## config.mk

```make
export PLATFORM = sky130hd
export DESIGN_NAME = sram_access_controller_flat
export DESIGN_NICKNAME = d
export VERILOG_FILES = /design/src/rtl/sram_access_controller_if.sv /design/src/rtl/sram_access_controller.sv /design/src/flat_wrapper.sv
export SDC_FILE = /design/constraint.sdc
export NUM_CORES = 1
export LEC_CHECK = 0
export BUFFER_PORTS_ARGS = -buffer_cell sky130_fd_sc_hd__buf_2
export CAP_MARGIN = 5
export CELL_PAD_IN_SITES_DETAIL_PLACEMENT = 1
export CELL_PAD_IN_SITES_GLOBAL_PLACEMENT = 1
export CORE_MARGIN = 4
export CORE_UTILIZATION = 35
export DETAILED_ROUTE_END_ITERATION = 6
export PLACE_DENSITY_LB_ADDON = 0.3
export REMOVE_ABC_BUFFERS = 1
export SYNTH_ARGS = -nofsm -noshare
export SYNTH_HDL_FRONTEND = slang
export SYNTH_SLANG_ARGS = --single-unit
export TNS_END_PERCENT = 10
```

## constraint.sdc

```tcl
create_clock -name clk -period 2.7 [get_ports clk]
set_input_delay 0.135 -clock clk [delete_from_list [all_inputs] [get_ports clk]]
set_output_delay 0.135 -clock clk [all_outputs]
set_load 0.05 [all_outputs]
```

## src/rtl/sram_access_controller_if.sv

```systemverilog
// MEM-stage request bus plus the 16-bit external SRAM pins seen by the
// access controller. "master" is the pipeline/board side, "slave" the controller.
interface sram_access_controller_if #(
  parameter int ADDR_W = 18
);
  logic              mem_read;
  logic              mem_write;
  logic [31:0]       address;
  logic [31:0]       wdata;
  logic [31:0]       rdata;
  logic              ready;
  logic [ADDR_W-1:0] sram_addr;
  logic [15:0]       sram_dq_out;
  logic              sram_dq_oe;
  logic [15:0]       sram_dq_in;
  logic              sram_we_n;

  modport master (
    output mem_read, mem_write, address, wdata, sram_dq_in,
    input  rdata, ready, sram_addr, sram_dq_out, sram_dq_oe, sram_we_n
  );

  modport slave (
    input  mem_read, mem_write, address, wdata, sram_dq_in,
    output rdata, ready, sram_addr, sram_dq_out, sram_dq_oe, sram_we_n
  );
endinterface

```

## src/rtl/sram_access_controller.sv

```systemverilog
// Splits each 32-bit MEM-stage load/store into two 16-bit SRAM phases with
// WAIT_CYCLES wait states each, freezing the pipeline via ready meanwhile.
module sram_access_controller #(
  parameter int ADDR_W      = 18,
  parameter int WAIT_CYCLES = 2,
  parameter int BASE_ADDR   = 1024
) (
  input  logic                          clk,
  input  logic                          rst,
  sram_access_controller_if.slave       bus
);

  localparam int CNT_W = (WAIT_CYCLES > 1) ? $clog2(WAIT_CYCLES) : 1;
  localparam logic [CNT_W-1:0] CNT_LAST = CNT_W'(WAIT_CYCLES - 1);

  typedef enum logic [1:0] {IDLE, LO, HI, DONE} state_t;

  state_t            state_reg, state_next;
  logic [CNT_W-1:0]  cnt_reg, cnt_next;
  logic              op_write_reg, op_write_next;
  logic [ADDR_W-2:0] word_addr_reg, word_addr_next;
  logic [31:0]       wdata_reg, wdata_next;
  logic [15:0]       rd_lo_reg, rd_lo_next;
  logic [31:0]       rdata_reg, rdata_next;
  logic [ADDR_W-1:0] sram_addr_reg, sram_addr_next;
  logic [15:0]       dq_out_reg, dq_out_next;
  logic              dq_oe_reg, dq_oe_next;
  logic              we_n_reg, we_n_next;
  logic              ready;

  logic [31:0] eff;
  logic        request;
  logic        phase_last;
  logic        unused_eff_bits;

  // No access may start while reset is held, so ready stays high then too.
  assign request    = rst & (bus.mem_read | bus.mem_write);
  assign eff        = bus.address - 32'(BASE_ADDR);
  assign phase_last = (cnt_reg == CNT_LAST);
  assign unused_eff_bits = ^{eff[31:ADDR_W+1], eff[1:0]};

  always_ff @(posedge clk) begin
    if (!rst) begin
      state_reg     <= IDLE;
      cnt_reg       <= '0;
      op_write_reg  <= 1'b0;
      word_addr_reg <= '0;
      wdata_reg     <= '0;
      rd_lo_reg     <= '0;
      rdata_reg     <= '0;
      sram_addr_reg <= '0;
      dq_out_reg    <= '0;
      dq_oe_reg     <= 1'b0;
      we_n_reg      <= 1'b1;
    end else begin
      state_reg     <= state_next;
      cnt_reg       <= cnt_next;
      op_write_reg  <= op_write_next;
      word_addr_reg <= word_addr_next;
      wdata_reg     <= wdata_next;
      rd_lo_reg     <= rd_lo_next;
      rdata_reg     <= rdata_next;
      sram_addr_reg <= sram_addr_next;
      dq_out_reg    <= dq_out_next;
      dq_oe_reg     <= dq_oe_next;
      we_n_reg      <= we_n_next;
    end
  end

  always_comb begin
    state_next     = state_reg;
    cnt_next       = cnt_reg;
    op_write_next  = op_write_reg;
    word_addr_next = word_addr_reg;
    wdata_next     = wdata_reg;
    rd_lo_next     = rd_lo_reg;
    rdata_next     = rdata_reg;
    sram_addr_next = sram_addr_reg;
    dq_out_next    = '0;
    dq_oe_next     = 1'b0;
    we_n_next      = 1'b1;
    ready          = 1'b0;

    case (state_reg)
      IDLE: begin
        ready = ~request;
        if (request) begin
          op_write_next  = bus.mem_write;
          word_addr_next = eff[ADDR_W:2];
          wdata_next     = bus.wdata;
          cnt_next       = '0;
          state_next     = LO;
        end
      end
      LO: begin
        if (phase_last) begin
          if (!op_write_reg) rd_lo_next = bus.sram_dq_in;
          cnt_next   = '0;
          state_next = HI;
        end else begin
          cnt_next = cnt_reg + 1'b1;
        end
      end
      HI: begin
        if (phase_last) begin
          // rdata changes only as a whole word, so it stays stable until the load ends.
          if (!op_write_reg) rdata_next = {bus.sram_dq_in, rd_lo_reg};
          cnt_next   = '0;
          state_next = DONE;
        end else begin
          cnt_next = cnt_reg + 1'b1;
        end
      end
      DONE: begin
        ready      = 1'b1;
        state_next = IDLE;
      end
      default: begin
        state_next = IDLE;
        cnt_next   = '0;
      end
    endcase

    // Pin registers are loaded from the upcoming state so they line up with it.
    if (state_next == LO || state_next == HI) begin
      sram_addr_next = {word_addr_next, (state_next == HI)};
      dq_oe_next     = op_write_next;
      we_n_next      = ~op_write_next;
      if (op_write_next)
        dq_out_next = (state_next == HI) ? wdata_next[31:16] : wdata_next[15:0];
    end
  end

  assign bus.rdata       = rdata_reg;
  assign bus.ready       = ready;
  assign bus.sram_addr   = sram_addr_reg;
  assign bus.sram_dq_out = dq_out_reg;
  assign bus.sram_dq_oe  = dq_oe_reg;
  assign bus.sram_we_n   = we_n_reg;

endmodule

```

## src/flat_wrapper.sv

```systemverilog
// flat-port wrapper written by rule: the top's interface ports become plain ports
module sram_access_controller_flat 
#(
  parameter int ADDR_W      = 18,
  parameter int WAIT_CYCLES = 2,
  parameter int BASE_ADDR   = 1024
)
  (clk, rst, bus_mem_read, bus_mem_write, bus_address, bus_wdata, bus_sram_dq_in, bus_rdata, bus_ready, bus_sram_addr, bus_sram_dq_out, bus_sram_dq_oe, bus_sram_we_n);
  sram_access_controller_if #(.ADDR_W(ADDR_W)) bus_i ();
  input  logic clk;
  input  logic rst;
  input wire logic [$bits(bus_i.mem_read)-1:0] bus_mem_read;
  input wire logic [$bits(bus_i.mem_write)-1:0] bus_mem_write;
  input wire logic [$bits(bus_i.address)-1:0] bus_address;
  input wire logic [$bits(bus_i.wdata)-1:0] bus_wdata;
  input wire logic [$bits(bus_i.sram_dq_in)-1:0] bus_sram_dq_in;
  output wire logic [$bits(bus_i.rdata)-1:0] bus_rdata;
  output wire logic [$bits(bus_i.ready)-1:0] bus_ready;
  output wire logic [$bits(bus_i.sram_addr)-1:0] bus_sram_addr;
  output wire logic [$bits(bus_i.sram_dq_out)-1:0] bus_sram_dq_out;
  output wire logic [$bits(bus_i.sram_dq_oe)-1:0] bus_sram_dq_oe;
  output wire logic [$bits(bus_i.sram_we_n)-1:0] bus_sram_we_n;
  assign bus_i.mem_read = bus_mem_read;
  assign bus_i.mem_write = bus_mem_write;
  assign bus_i.address = bus_address;
  assign bus_i.wdata = bus_wdata;
  assign bus_i.sram_dq_in = bus_sram_dq_in;
  assign bus_rdata = bus_i.rdata;
  assign bus_ready = bus_i.ready;
  assign bus_sram_addr = bus_i.sram_addr;
  assign bus_sram_dq_out = bus_i.sram_dq_out;
  assign bus_sram_dq_oe = bus_i.sram_dq_oe;
  assign bus_sram_we_n = bus_i.sram_we_n;
  sram_access_controller #(.ADDR_W(ADDR_W), .WAIT_CYCLES(WAIT_CYCLES), .BASE_ADDR(BASE_ADDR)) u_core (.clk(clk), .rst(rst), .bus(bus_i));
endmodule
```

==> impl_results.md, run 1 <==
* Status: complete, no violations
* Register bit total from synthesis at between 100 and 150
* Final Setup Violations at 0
* Max Buffers Root-to-Sink at 2
* Register area share after synthesis at 0.525
* Crit path launch: u_core.state_reg[1]
* Routability cong. at 0.767
* Cell Area, Placed at around 6000 sq um
* # diodes at 0
* Crit start category: flop
* Worst Hold Launch: bus_wdata[6]
* Avg Inst Size Synth at approximately 9 sq um
* Vias/cell at just under 5
* Finished Layout Cells at around 960
* Cell area after layout at just over 7000 sq um
* Slew Viols, Final at 0
* Final Util at 0.492
* Peak Freq at slightly above 400 MHz
* Worst setup EP type: flop
* Total power at around 6.2 mW
* Synth cell types at 40
* Initial antenna violation count at 0
* Number of cell rows at between 40 and 50
* Grt ovf at 0
* Largest net degree at the start of global routing at around 50
* Crit path DAT at approximately 2.8 ns
* Port Buffers at between 100 and 150
* Number of synthesized flops with an enable pin at 0
* Num ports at around 150
* Share of the synthesized area in the top cell type at 0.525
* Power Density at about 860 nW/um^2
* Max Cap Violations at 0
* Main synth FF type: dfxtp_1
* Die height at approximately 130 microns
* Share of cells above drive strength 1 at 0.256
* Hold_ws at roughly 0.021 ns
* HPWL Detailed at approximately 9600 microns
* Initial DRC Count at approximately 180
* First-pass GRT wire length at approximately 23000 microns
* Post-route DRC violation count at 0
* Setup WS post-layout at between 0.2 and 0.3 ns
* Max incr delay on CP at ~0.4 ns
* VDD IR max at 0.000574 V
* Routed Antenna Nets at 0
* Slowest cell on the critical path: dfxtp_1
* Critical Path RT at a little over 3 ns
* RSZ-0062 raised after global routing: no
* Largest area contributor in the netlist: dfxtp_1
* Core area at around 15000 sq um
* CTS H-tree lvls at 4
* Starting Density at 0.358
* Worst slack, placed at between 0.2 and 0.3 ns
* Most frequent cells in the layout: buf_2, dfxtp_1, nand2_1
* Number of global-route vias before repair at 4825
* CP Class: reg2reg
* Cell mode on critical path: ha_1
* Crit Path Max Fanout at 11
* Relative max-transition margin at 0.359
* DIE WIDTH at around 130 microns
* Die ar. at about 17000 sq um
* Hold Fails Final Rpt at 0
* Avg WL per Cell at around 15 microns
* Post-Syn Area at approximately 5200 sq um
* TritonCTS clock tree: yes
* Mapped Cells at between 500 and 600
* Final worst path period share at 0.891
* CTS root buf: clkbuf_16
* Num CTS Buffers at 17
* Final nets at ~850
* Clk sinks at 137
* Min-delay worst type: in2reg
* Total track usage at 0.176
* Syn. warnings at 0
* Synth async-reset ratio at 0
* Minimum clock period at around 2.4 ns
* P&R area growth vs syn at 37.4%
* Fin Setup TNS at 0 ns
* Cells after DPL at around 870
* Total iterations of the first detailed-routing run at 4
* Reg2reg setup slack at 0.29 ns
* Clock transition at path regs at ~0.06 ns
* Setup Buffers After CTS at 0
* Worst r2r src: u_core.state_reg[1]
* Clock insertion delay at the later pin of the skew report at ~0.42 ns
* CP cell instances: inv_1 -> ha_1 -> nor2b_1 -> o32ai_1 -> ha_1 -> or2_1 -> buf_4 -> a21oi_1
* Via count at approximately 4600
* Setup Skew at 0.00689 ns
* Ranking of synthesized cells by area: dfxtp_1, nand2_1, mux2i_1
* P_leak at 3.26 nW
* Worst-margin pin slew at between 0.9 and 1 ns
* Wirelength, routed at between 10000 and 15000 microns
-- synth_stat cells (3+ instances only) --
cell type / n
a21oi_1: 60
a21oi_2: 9
a31o_2: 4
and2_1: 8
and3_1: 12
buf_2: 4
buf_8: 3
clkbuf_1: 22
dfxtp_1: 137
ha_1: 7
inv_1: 6
mux2i_1: 40
nand2_1: 111
nand2b_1: 20
nand3_1: 3
nor2_1: 62
nor3_1: 3
o211a_1: 3
o21a_1: 9
o21ai_0: 13
or2_1: 14
xor2_1: 3
-- power by group --
part | internal [mW] | switching [mW]
registers | 2.23 | 0.0858
clock network | 1.52 | 0.838
logic | 0.516 | 0.984
total | 4.27 | 1.91
-- cell families after synthesis --
logic type | count (synthesis) | synth area share
xor+xnor | 3 | 0.00503
buf+inv | 42 | 0.0422
fa+ha+maj | 7 | 0.0168
compound gates | 105 | 0.123
mux | 43 | 0.0838
flops | 137 | 0.525
simple gates | 239 | 0.204
-- final cells by class --
type | count | area (sq um)
clock inverters | 6 | 85.1
repair buffers | 201 | 1310
inverters | 7 | 26.3
flip-flops and latches | 137 | 2740
fillers | 1669 | 7410
well taps | 184 | 230
multi-input cells | 397 | 2260
clock buffers | 25 | 526
-- path summary, 6_finish.rpt --
path	to	cells after the start
worst max-delay path	u_core.bus.sram_dq_out[14]	8
worst min-delay path	u_core.wdata_reg[6]	3
worst min register to register	u_core.bus.rdata[18]	2
worst max register to register	u_core.bus.sram_dq_out[14]	8
-- repair_timing --
action                                 CTS  global route
endpoints found under the hold margin   67             1
hold buffers                            51             1
gates resized for setup                  0             0
-- layer usage --
layer / share of wire / GRT usage / vias to the layer above
met5: 0 / 0 / -
met4: 0.016 / 0.0654 / 0
met3: 0.067 / 0.0643 / 22
met2: 0.53 / 0.323 / 117
met1: 0.39 / 0.184 / 2191
li1: - / - / 2264
-- critical path, delay by kind of cell (launching register included) --
kind            cells  cell delay, ns
fa+ha+maj           2            0.55
buf+inv             2            0.38
flops               1            0.40
simple gates        2            0.54
compound gates      2            0.47
No activity file was read; power rests on OpenSTA's default activity.
==> run 2: changes to the inputs <==
--- a/config.mk
+++ b/config.mk
@@ -5,6 +5,7 @@
 export SDC_FILE = /design/constraint.sdc
 export NUM_CORES = 1
 export LEC_CHECK = 0
+export ABC_CLOCK_PERIOD_IN_PS = 2700
 export BUFFER_PORTS_ARGS = -buffer_cell sky130_fd_sc_hd__buf_2
 export CAP_MARGIN = 5
 export CELL_PAD_IN_SITES_DETAIL_PLACEMENT = 1
@@ -12,7 +13,7 @@
 export CORE_MARGIN = 4
 export CORE_UTILIZATION = 35
 export DETAILED_ROUTE_END_ITERATION = 6
-export PLACE_DENSITY_LB_ADDON = 0.3
+export PLACE_DENSITY = 0.81
 export REMOVE_ABC_BUFFERS = 1
 export SYNTH_ARGS = -nofsm -noshare
 export SYNTH_HDL_FRONTEND = slang
==> impl_results.md, run 2 (synthesis results as in run 1) <==
* Avg WL per Cell at approximately 16 microns
* Worst r2r src: u_core.state_reg[1]
* Number of cell rows at 44
* Routed Antenna Nets at 0
* Final Setup Violations at 0
* Most frequent cells in the layout: buf_2, dfxtp_1, nand2_1
* Die ar. at around 17000 sq um
* Worst-margin pin slew at around 1.2 ns
* Max Buffers Root-to-Sink at 2
* Finished Layout Cells at 943
* Cell area after layout at a little over 7000 sq um
* Min-Delay Endpoint: u_core.word_addr_reg[2]
* Initial antenna violation count at 0
* Crit Reg-Reg Endpoint: u_core.bus.sram_addr[12]
* R2R depth at 8
* TritonCTS clock tree: yes
* # diodes at 0
* Num ports at 153
* Peak Freq at 415 MHz
* Share of cells above drive strength 1 at 0.250
* HPWL Detailed at ~9600 microns
* DIE WIDTH at roughly 130 microns
* Status: complete, no violations
* Crit path DAT at about 2.7 ns
* Num CTS Buffers at 17
* Worst Hold Launch: bus_address[4]
* VDD IR max at about 0.00045 V
* Total iterations of the first detailed-routing run at 4
* Reg2reg setup slack at around 0.29 ns
* Clk sinks at 137
* Grt ovf at 0
* First-pass GRT wire length at around 24000 microns
* Clock transition at path regs at around 0.060 ns
* Crit start category: flop
* Number of global-route vias before repair at about 5000
* Slew Viols, Final at 0
* Port Buffers at 137
* Hold Path Depth at 3
* Die height at ~130 microns
* Cells after DPL at just under 900
* Seq pwr share at 0.371
* Clock share of power at 0.388
* Initial DRC Count at between 150 and 200
* P&R area growth vs syn at 35.5%
* Busiest grt layer: met2
* Minimum clock period at around 2.4 ns
* Hold_ws at about 0.0096 ns
* Switch share at 0.305
* CTS root buf: clkbuf_16
* Vias/cell at roughly 4.9
* Largest net degree at the start of global routing at 100
* Critical Path RT at 3.02 ns
* CP Class: reg2reg
* Routability cong. at ~0.74
* Grt met1 use at 0.196
* Hold Fails Final Rpt at 0
* Min-delay worst type: in2reg
* Gate power share at 0.241
* Final worst path period share at 0.892
* Total power at about 6.2 mW
* Setup Skew at around 0.0079 ns
* Internal power at about 4.3 mW
* P_leak at approximately 3.2 nW
* Switching Power at about 1.9 mW
* Met3 usage at 0.0553
* Via count at 4600
* Fin Setup TNS at 0 ns
* Max Cap Violations at 0
* Relative max-transition margin at 0.218
* CTS H-tree lvls at 4
* Cell Area, Placed at between 6000 and 7000 sq um
* Clock insertion delay at the later pin of the skew report at ~0.41 ns
* Final nets at about 840
* Total track usage at 0.177
* Met2 GRT Util at 0.325
* Power Density at 881 nW/um^2
* Post-route DRC violation count at 0
* Worst setup EP type: flop
* RSZ-0062 raised after global routing: no
* Crit Path Max Fanout at 8
* Core area at 14600 sq um
* Wirelength, routed at approximately 15000 microns
* Starting Density at 0.358
[run 2: worst max-delay path: stages, from the launching register on]
cell and delay [ns]:
dfxtp_1 0.40, inv_1 0.11, ha_1 0.24, nor2b_1 0.14, o32ai_1 0.31, ha_1 0.39
nor2_1 0.37, o21ai_0 0.15, o21ai_0 0.22
[run 2: what timing repair did]
action | CTS | global route
gates resized for setup | 0 | 0
hold buffers | 42 | 0
endpoints found under the hold margin | 56 | 0
setup buffers | 0 | 0
endpoints found under the setup margin | 0 | 0
[run 2: layout make-up]
class | instances | area, sq um
Clock buffer | 24 | 472
Clock inverter | 7 | 141
Fill cell | 1700 | 7510
Inverter | 7 | 26.3
Multi-Input combinational cell | 397 | 2260
Sequential cell | 137 | 2740
Tap cell | 184 | 230
Timing Repair Buffer | 187 | 1200
[run 2: worst max path at each step]
| stage | depth (start not counted) | start | to |
|---|---|---|---|
| after floorplan | 8 | u_core.state_reg[0] | u_core.bus.sram_dq_out[15] |
| after global placement | 8 | u_core.state_reg[1] | u_core.bus.sram_dq_out[12] |
| after detailed placement | 8 | u_core.state_reg[1] | u_core.bus.sram_addr[12] |
| after CTS | 8 | u_core.state_reg[1] | u_core.bus.sram_addr[12] |
| after global routing | 8 | u_core.state_reg[1] | u_core.bus.sram_addr[12] |
| final | 8 | u_core.state_reg[1] | u_core.bus.sram_addr[12] |
[run 2: layer usage]
layer / part of all wire / wire [microns] / vias up
met5: 0 / 0 / -
met4: 0.010 / 151 / 0
met3: 0.067 / 985 / 19
met2: 0.52 / 7600 / 123
met1: 0.40 / 5940 / 2217
li1: - / - / 2241
[run 2: through the flow]
| stage | util | setup WS [ns] |
|---|---|---|
| final | 0.485 | 0.292 |
| after global routing | 0.485 | 0.0929 |
| after CTS | 0.485 | 0.248 |
| after detailed placement | 0.414 | 0.307 |
| after global placement | 0.414 | 0.458 |
| after floorplan | - | 0.218 |
[run 2: power by group through the flow]
stage / clock (mW) / sequential, mW / combinational [mW]
3_5_place_dp: 0 / 2.35 / 1.46
5_1_grt: 2.58 / 2.34 / 1.63
2_1_floorplan: 0 / 2.69 / 0.694
6_report: 2.42 / 2.32 / 1.50
3_3_place_gp: 0 / 2.34 / 1.39
4_1_cts: 2.46 / 2.32 / 1.52
==> run 3: changes to the inputs <==
--- a/config.mk
+++ b/config.mk
@@ -13,7 +13,7 @@
 export CORE_MARGIN = 4
 export CORE_UTILIZATION = 35
 export DETAILED_ROUTE_END_ITERATION = 6
-export PLACE_DENSITY = 0.81
+export PLACE_DENSITY_LB_ADDON = 0.1
 export REMOVE_ABC_BUFFERS = 1
 export SYNTH_ARGS = -nofsm -noshare
 export SYNTH_HDL_FRONTEND = slang
==> impl_results.md, run 3 (synthesis results as in run 1) <==
* Status: complete, no violations
* Die ar. at 16900 sq um
* Setup Skew at 0.00811 ns
* # diodes at 0
* Initial DRC Count at ~170
* Critical Path RT at between 3 and 4 ns
* Finished Layout Cells at ~960
* CTS H-tree lvls at 4
* Clock transition at path regs at around 0.060 ns
* Total power at between 6 and 7 mW
* Max Cap Violations at 0
* Crit start category: flop
* Initial antenna violation count at 0
* Core area at about 15000 sq um
* Worst Hold Launch: bus_address[5]
* Most frequent cells in the layout: buf_2, dfxtp_1, nand2_1
* Max Buffers Root-to-Sink at 2
* Final Setup Violations at 0
* Avg WL per Cell at ~15 microns
* HPWL Detailed at 9240 microns
* Slew Viols, Final at 0
* Seq pwr share at 0.372
* Num ports at 153
* Gate power share at 0.244
* Min-Delay Endpoint: u_core.word_addr_reg[3]
* Clock insertion delay at the later pin of the skew report at 0.42 ns
* Clock share of power at 0.384
* # fillers at about 1700
* Crit path DAT at 2.69 ns
* Worst-margin pin slew at 0.891 ns
* Max incr delay on CP at approximately 0.39 ns
* Reg2reg setup slack at roughly 0.35 ns
* Cell Area, Placed at ~6000 sq um
* VDD IR max at around 0.00045 V
* Fin Setup TNS at 0 ns
* Switch share at 0.307
* DIE WIDTH at approximately 130 microns
* Slowest cell on the critical path: dfxtp_1
* Starting Density at 0.358
* Internal power at around 4.3 mW
* Grt ovf at 0
* P_leak at roughly 3.3 nW
* Worst slack, placed at approximately 0.24 ns
* Final nets at around 850
* Setup WS post-layout at 0.347 ns
* Largest net degree at the start of global routing at 100
* Cells after DPL at between 800 and 900
* Routability cong. at roughly 0.74
* Switching Power at roughly 1.9 mW
* Crit Path Max Fanout at 15
* Hold Fails Final Rpt at 0
* CTS root buf: clkbuf_16
* Peak Freq at ~420 MHz
* Total track usage at 0.169
* Post-route DRC violation count at 0
* Cell area after layout at 7200 sq um
* R2R depth at 9
* Number of global-route vias before repair at approximately 4700
* Wirelength, routed at ~14000 microns
* Relative max-transition margin at 0.403
* CP Class: reg2reg
* Worst setup EP type: flop
* Setup Buffers After CTS at 0
* Port Buffers at roughly 140
* Minimum clock period at about 2.4 ns
* Vias/cell at around 4.7
* Clk sinks at between 100 and 150
* Hold_ws at about 0.038 ns
* TritonCTS clock tree: yes
* Total iterations of the first detailed-routing run at 4
* Min-delay worst type: in2reg
* Final Util at 0.494
* First-pass GRT wire length at about 23000 microns
* Worst r2r src: u_core.state_reg[1]
* P&R area growth vs syn at 37.8%
* Hold Path Depth at 3
* Die height at around 130 microns
* Number of cell rows at 44
* CP cell instances: inv_1 -> ha_1 -> nor2b_1 -> o32ai_1 -> ha_1 -> buf_4 -> nor2_2 -> o21ai_0 -> o21ai_0
* Crit Reg-Reg Endpoint: u_core.bus.sram_addr[13]
* Num CTS Buffers at 17
* Share of cells above drive strength 1 at 0.256
* Routed Antenna Nets at 0
* Power Density at about 860 nW/um^2
* Final worst path period share at 0.871
* Via count at between 4000 and 5000
* RSZ-0062 raised after global routing: no
[run 3: layer usage]
metal | track usage | share of wire
met1 | 0.195 | 0.42
met2 | 0.291 | 0.50
met3 | 0.0569 | 0.057
met4 | 0.0611 | 0.015
met5 | 0 | 0
[run 3: final cells by class]
type,count,area [sq um],area share
timing repair buffer,202,1330,0.185
tap,184,230,0.0320
inverter,7,27.5,0.00382
clock buffer,23,488,0.0678
sequential,137,2740,0.381
clock inverter,8,118,0.0163
multi-input combinational,397,2260,0.314
[run 3: how the worst max path moves through the flow]
stage                             start                          to  slack, ns  cells after the start
global placement    u_core.state_reg[1]    u_core.bus.sram_addr[13]       0.33                      9
global route        u_core.state_reg[1]    u_core.bus.sram_addr[13]       0.11                      9
floorplan           u_core.state_reg[0]  u_core.bus.sram_dq_out[15]       0.22                      8
finish              u_core.state_reg[1]    u_core.bus.sram_addr[13]       0.35                      9
detailed placement  u_core.state_reg[1]    u_core.bus.sram_addr[13]       0.24                      9
CTS                 u_core.state_reg[1]    u_core.bus.sram_addr[13]       0.20                      9
[run 3: timing repair]
action,4_1_cts,5_1_grt
resized for setup,0,1
hold endpoints to repair,69,0
hold buffers,53,0
setup endpoints to repair,0,2
[run 3: power groups by stage]
stage	sequential (mW)	combinational (mW)	clock [mW]
6_report	2.31	1.51	2.38
5_1_grt	2.33	1.65	2.55
4_1_cts	2.31	1.54	2.45
3_5_place_dp	2.35	1.47	0
2_1_floorplan	2.69	0.694	0
3_3_place_gp	2.34	1.42	0
[run 3: critical path, delay by kind of cell, from the launching register on]
kind                       cells  cell delay [ns]
AOI/OAI and AO/OA              3             0.63
buffers and inverters          2             0.31
and+or+nand+nor                2             0.41
adders and majority gates      2             0.53
DFF                            1             0.39
